File: config.mk
export PLATFORM = sky130hd
export DESIGN_NAME = mask_encoder
export DESIGN_NICKNAME = d
export VERILOG_FILES = /design/src/rtl/mask_encoder.sv
export SDC_FILE = /design/constraint.sdc
export NUM_CORES = 1
export LEC_CHECK = 0
export ABC_CLOCK_PERIOD_IN_PS = 7400
export CAP_MARGIN = 20
export CORE_UTILIZATION = 45
export DETAILED_ROUTE_END_ITERATION = 10
export PLACE_DENSITY = 0.78
export SKIP_LAST_GASP = 1
export SLEW_MARGIN = 10
export SYNTH_ARGS = -nofsm -noshare
export SYNTH_HDL_FRONTEND = slang
export SYNTH_SLANG_ARGS = --single-unit
File: constraint.sdc
create_clock -name clk -period 7.4 [get_ports clk]
set_clock_uncertainty 0.05 [all_clocks]
set_input_delay 1.11 -clock clk [delete_from_list [all_inputs] [get_ports clk]]
set_output_delay 1.11 -clock clk [all_outputs]
set_load 0.005 [all_outputs]
File: src/rtl/mask_encoder.sv
// Sequential bit-scanning encoder: accepts a mask and emits the binary index
// of each set bit, one per idx handshake, lowest-first or highest-first.
module mask_encoder #(
  parameter int WIDTH   = 32,
  parameter int IDX_W   = 5,
  parameter bit DESCEND = 1'b0
) (
  input  logic             clk,
  input  logic             rst_n,
  input  logic             load_valid,
  output logic             load_ready,
  input  logic [WIDTH-1:0] load_mask,
  input  logic             flush,
  output logic             idx_valid,
  input  logic             idx_ready,
  output logic [IDX_W-1:0] idx_out,
  output logic             idx_last,
  output logic             done,
  output logic             busy
);

  typedef enum logic {IDLE, SCAN} state_t;

  state_t           state, state_nxt;
  logic [WIDTH-1:0] pending, pending_nxt;
  logic             done_nxt;
  logic [IDX_W-1:0] sel_idx;
  logic [WIDTH-1:0] sel_onehot;

  // Later matches overwrite earlier ones, so the scan direction picks the winner.
  function automatic logic [IDX_W-1:0] find_set(input logic [WIDTH-1:0] m);
    logic [IDX_W-1:0] idx;
    int               b;
    idx = '0;
    for (int i = 0; i < WIDTH; i++) begin
      b = DESCEND ? i : (WIDTH - 1 - i);
      if (m[b]) idx = b[IDX_W-1:0];
    end
    return idx;
  endfunction

  always_comb begin
    sel_idx             = find_set(pending);
    sel_onehot          = '0;
    sel_onehot[sel_idx] = 1'b1;
  end

  assign idx_out    = sel_idx;
  assign idx_valid  = (state == SCAN);
  assign busy       = (state == SCAN);
  assign idx_last   = (state == SCAN) && ((pending & (pending - 1'b1)) == '0);
  // The done cycle doubles as the mandatory bubble between masks.
  assign load_ready = (state == IDLE) && !done;

  always_comb begin
    state_nxt   = state;
    pending_nxt = pending;
    done_nxt    = 1'b0;
    if (flush) begin
      state_nxt   = IDLE;
      pending_nxt = '0;
    end else begin
      case (state)
        IDLE: begin
          if (load_valid && load_ready) begin
            if (load_mask != '0) begin
              pending_nxt = load_mask;
              state_nxt   = SCAN;
            end else begin
              done_nxt = 1'b1;
            end
          end
        end
        SCAN: begin
          if (idx_ready) begin
            pending_nxt = pending & ~sel_onehot;
            if (idx_last) begin
              state_nxt = IDLE;
              done_nxt  = 1'b1;
            end
          end
        end
        default: state_nxt = IDLE;
      endcase
    end
  end

  always_ff @(posedge clk or negedge rst_n) begin
    if (!rst_n) begin
      state   <= IDLE;
      pending <= '0;
      done    <= 1'b0;
    end else begin
      state   <= state_nxt;
      pending <= pending_nxt;
      done    <= done_nxt;
    end
  end

endmodule

Word-level counts from Yosys, hierarchy flattened
Cells that the tools add are included.

cells by class
  bitwise operators = 4
  divide/modulo/power cells = 0
  shift-type cells = 0
  multiplexer cells = 51
  reductions and logical operators = 8
  add/sub/neg operators = 1
  magnitude comparators = 2
  multiply operators = 0
  equal/unequal tests = 3

operators with widths
  kind                   count
  $mux 5                 32
  $mux 32                4
  $and 32x32->32         2
  $pmux 32 s2            1
  $logic_not 32->1       1
  $not 32->32            1
  $reduce_bool 32->1     1
  $sub 32x1->32 const B  1
  $mux 1                 11
  $lt 5x6->1 const B     1
  $ne 3x2->1 const B     2
  $demux 1 s5            1
  $ge 5x1->1 const B     1
  $logic_and 1x1->1      4
  $pmux 1 s2             2
  $ne 3x3->1 const B     1
  $reduce_and 3->1       1
  $logic_not 1->1        1
  $not 1->1              1

storage, ports and cells
  memories = 0
  ROM bits = 0
  register bits = 34
  bits in latches = 0
  memory bits (writable) = 0
  output and inout port bits = 10

Logic depth before layout (Yosys ltp)
  depth in word-level cells = 41
  gate-level depth with buffers = 9
  mapped depth without buffers = 7

Worst setup path before layout
OpenSTA, ideal clock, no wires.

  kind = reg2out
  start = reg pending[1]
  end = out idx_last
  cell stages (with the launch flop) = 9
  buffers on the path = 2
  data required time = 6.240 ns
  arrival time = 2.047 ns
  slack = 4.193 ns
  cells stage by stage = dfrtp_1 > buf_6 > or4_1 > buf_2 > o41a_1 > o32a_1 > o32a_1 > nor3_2 > and3_1

on the way
  word-level cells in the longest chain between the ends = 4

ends and longest elaborated chain
  item                      RTL line  RTL
  start: declaration        25        logic [WIDTH-1:0] pending, pending_nxt;
  start signal: assignment  95        pending <= pending_nxt;
  $sub 32x1->32             51        assign idx_last = (state == SCAN) && ((pending & (pending - 1'b1)) == '0);
  $and 32x32->32 *          51
  $logic_not 32->1 *        51
  $logic_and 1x1->1 *       51
  end: declaration          17        output logic idx_last,

Mark *: on every way between the ends. The rest lies on a longest branch, timed or not.

Final worst setup path
  start = reg pending[6]
  end = out idx_last

The elaborated chain is that of the path after synthesis.

==> results.tsv <==
stage	metric	value	unit
final_layout	Nets	392	
final_layout	filler instances	504	
floorplan	die footprint	0.006034	mm2
clocking	cts hold-fix bufs	0	
detailed_routing	wire per inst	21.48	um
worst_setup_path	crit-path max FO	12	
timing	Setup-failing EPs final	0	
clocking	CTS Buffer Depth	2	
final_layout	most frequent cells in the layout	clkdlybuf4s50_1 (46), dfrtp_1 (34), nor2_1 (28)	
detailed_routing	DRT Wirelength	9.195	mm
clocking	Worst-Skew Late Latency	290	ps
floorplan	area of the core	0.005507	mm2
placed_design	PortBufs	46	
clocking	CTS tree	built	
power	Final Power	748.8	uW
detailed_routing	drt via density	6.907	
worst_setup_path	WS Path Type	flip-flop to primary output	
clocking	number of gates resized after CTS	0	
power	Static Leak	1.294	nW
timing	minimum clock period	4817	ps
timing	Setup TNS	0	ps
floorplan	Die Y	77.68	um
worst_setup_path	Worst setup EP type	primary output	
placed_design	GPL Wtd Cong	0.9878	
final_layout	Area Growth Syn to Fin	23.98	%
synth	cells after synthesis	320	
worst_setup_path	Worst Path Required	6240	ps
synth	syn nets	357	
detailed_routing	DR iter-0 viols	423	
detailed_routing	1st-pass router iterations	5	
clocking	clock-pin slew on the worst setup and hold paths	80	ps
final_layout	post-layout util	58.03	%
worst_setup_path	data arrival time of the worst path	3660	ps
clocking	Root Driver	clkbuf_8	
hold_path	HP Class	flip-flop to flip-flop	
grt	first-pass GRT wire length	14.42	mm
synth	Yosys reg bits	34	
final_layout	# diodes	0	
synth	syn_area_per_cell	8.055	um2
synth	Async S/R FF share, synth	100.0	%
hold_path	WHS Path Cells	1	
clocking	post-CTS setup buffer count	0	
synth	yosys warns	0	
floorplan	I/O Pins	47	
synth	main combinational cell family by area after synthesis	compound AO/OA/AOI/OAI gates	
synth	Post-Synth Simple-Gate Area	28.11	%
detailed_routing	via count	2956	
grt	total track usage	31.44	%
synth	register area share after synthesis	33.01	%
detailed_routing	Post-route DRC	0	
timing	Final Max Tran Viols	0	
grt	initial antenna violation count	0	
synth	post-synthesis mux area share	0	%
worst_setup_path	R2R depth	7	
floorplan	Die W	77.68	um
synth	Synth Area in XOR/XNOR	0	%
worst_setup_path	Worst setup SP type	flip-flop	
run	max cap viols	0	
floorplan	initial core utilization	46.81	%
power	Worst IR Drop VDD	0.1422	mV
timing	RSZ-0062 raised after global routing	false	
synth	Synth Cell Area	0.002577	mm2
synth	predominant post-synthesis flop cell	dfrtp_1	
grt	remaining global-route overflow	0	
timing	worst slew pin tran	948.6	ps
synth	area share of fa/ha/maj cells after synthesis	0.4369	%
clocking	CTS Sinks	34	
synth	number of distinct library cells after synthesis	59	
detailed_routing	post-route ant nets	0	
grt	largest net degree at the start of global routing	35	
grt	vias in the first global route	2681	
placed_design	hpwl dp	6.861	mm
final_layout	layout cells sized above 1	7.022	%
clocking	CTS buffer count	5	
clocking	number of H-tree levels	2	
timing	Min Hold Slack	567.7	ps
synth	EDFF count, synth	0	
floorplan	std cell rows	27	
final_layout	most common cell after layout, fill and taps aside	clkdlybuf4s50_1	
synth	post-synthesis compound-gate area fraction	32.33	%
timing	final worst-path cycle share	65.10	%
outcome	status	completed	
timing	max_slew headroom	36.48	%
timing	maximum clock rate	207.6	MHz
power	PwrDens	234.3	mW/mm2
timing	final hold vios	0	
synthesized netlist by cell type (6+ instances only):
library cell | instances | area (um2)
a21oi_1 | 26 | 130.1
a22o_1 | 12 | 105.1
a31oi_1 | 8 | 50.05
a32o_1 | 11 | 110.1
clkbuf_1 | 12 | 45.04
dfrtp_1 | 34 | 850.8
inv_1 | 16 | 60.06
nand2_1 | 26 | 97.59
nand3_1 | 17 | 85.08
nor2_1 | 28 | 105.1
nor3_1 | 10 | 50.05
nor4_1 | 13 | 81.33
o21ai_0 | 15 | 75.07
o31ai_1 | 7 | 52.55
or3_1 | 6 | 37.54
metrics by stage:
step	std cells	instance area, um2	setup slack [ps]
2_1_floorplan	320	2577	4193
3_3_place_gp	420	3058	2939
3_5_place_dp	420	3058	2951
4_1_cts	428	3196	2626
5_1_grt	428	3196	2414
6_report	428	3196	2583
area by class of cell:
| type | instances | area, um2 | area share, % |
|---|---|---|---|
| Tap cell | 72 | 90.09 | 2.819 |
| Timing Repair Buffer | 49 | 483.0 | 15.11 |
| Inverter | 16 | 60.06 | 1.879 |
| Clock inverter | 3 | 68.82 | 2.153 |
| Multi-Input combinational cell | 249 | 1574 | 49.26 |
| Sequential cell | 34 | 850.8 | 26.62 |
| Clock buffer | 5 | 68.82 | 2.153 |
sequential cells by signal, indices dropped and copies added, names as in the netlist:
signal   cells
pending     32
busy         1
done         1
kinds of logic (layout without fill, tap and decap cells):
group | Yosys count | after routing
simple gates | 133 | 133
buf+inv | 37 | 73
flops | 34 | 34
fa+ha+maj | 1 | 1
compound gates | 115 | 115
report_power, final:
group | total (mW) | internal, mW | switching [mW]
combinational | 0.304 | 0.130 | 0.174
clock | 0.211 | 0.135 | 0.0763
sequential | 0.233 | 0.199 | 0.0339
final timing paths:
kind | start | endpoint | slack (ps)
worst max register to register | pending[6] | busy | 4110
min in group asynchronous | rst_n | pending[21] | 1170
max in group asynchronous | rst_n | pending[9] | 5790
worst max-delay path | pending[6] | idx_last | 2580
worst min-delay path | pending[10] | pending[10] | 570
worst min register to register | pending[10] | pending[10] | 570
layer usage:
metal / vias to the layer above / GRT usage (%) / part of all wire (%)
li1: 1320 / - / -
met1: 1389 / 46.44 / 43
met2: 218 / 43.72 / 43
met3: 29 / 5.882 / 11
met4: 0 / 14.53 / 3.5
met5: - / 0 / 0
critical path, stage by stage, from the launching register on:
cell,delay (ps)
dfrtp_1,490
nor4_4,630
nand4_1,570
o32ai_1,460
o32ai_1,160
nor3_1,330
and3_1,210
clkdlybuf4s50_1,500
Power figures use the tool's default switching activity.
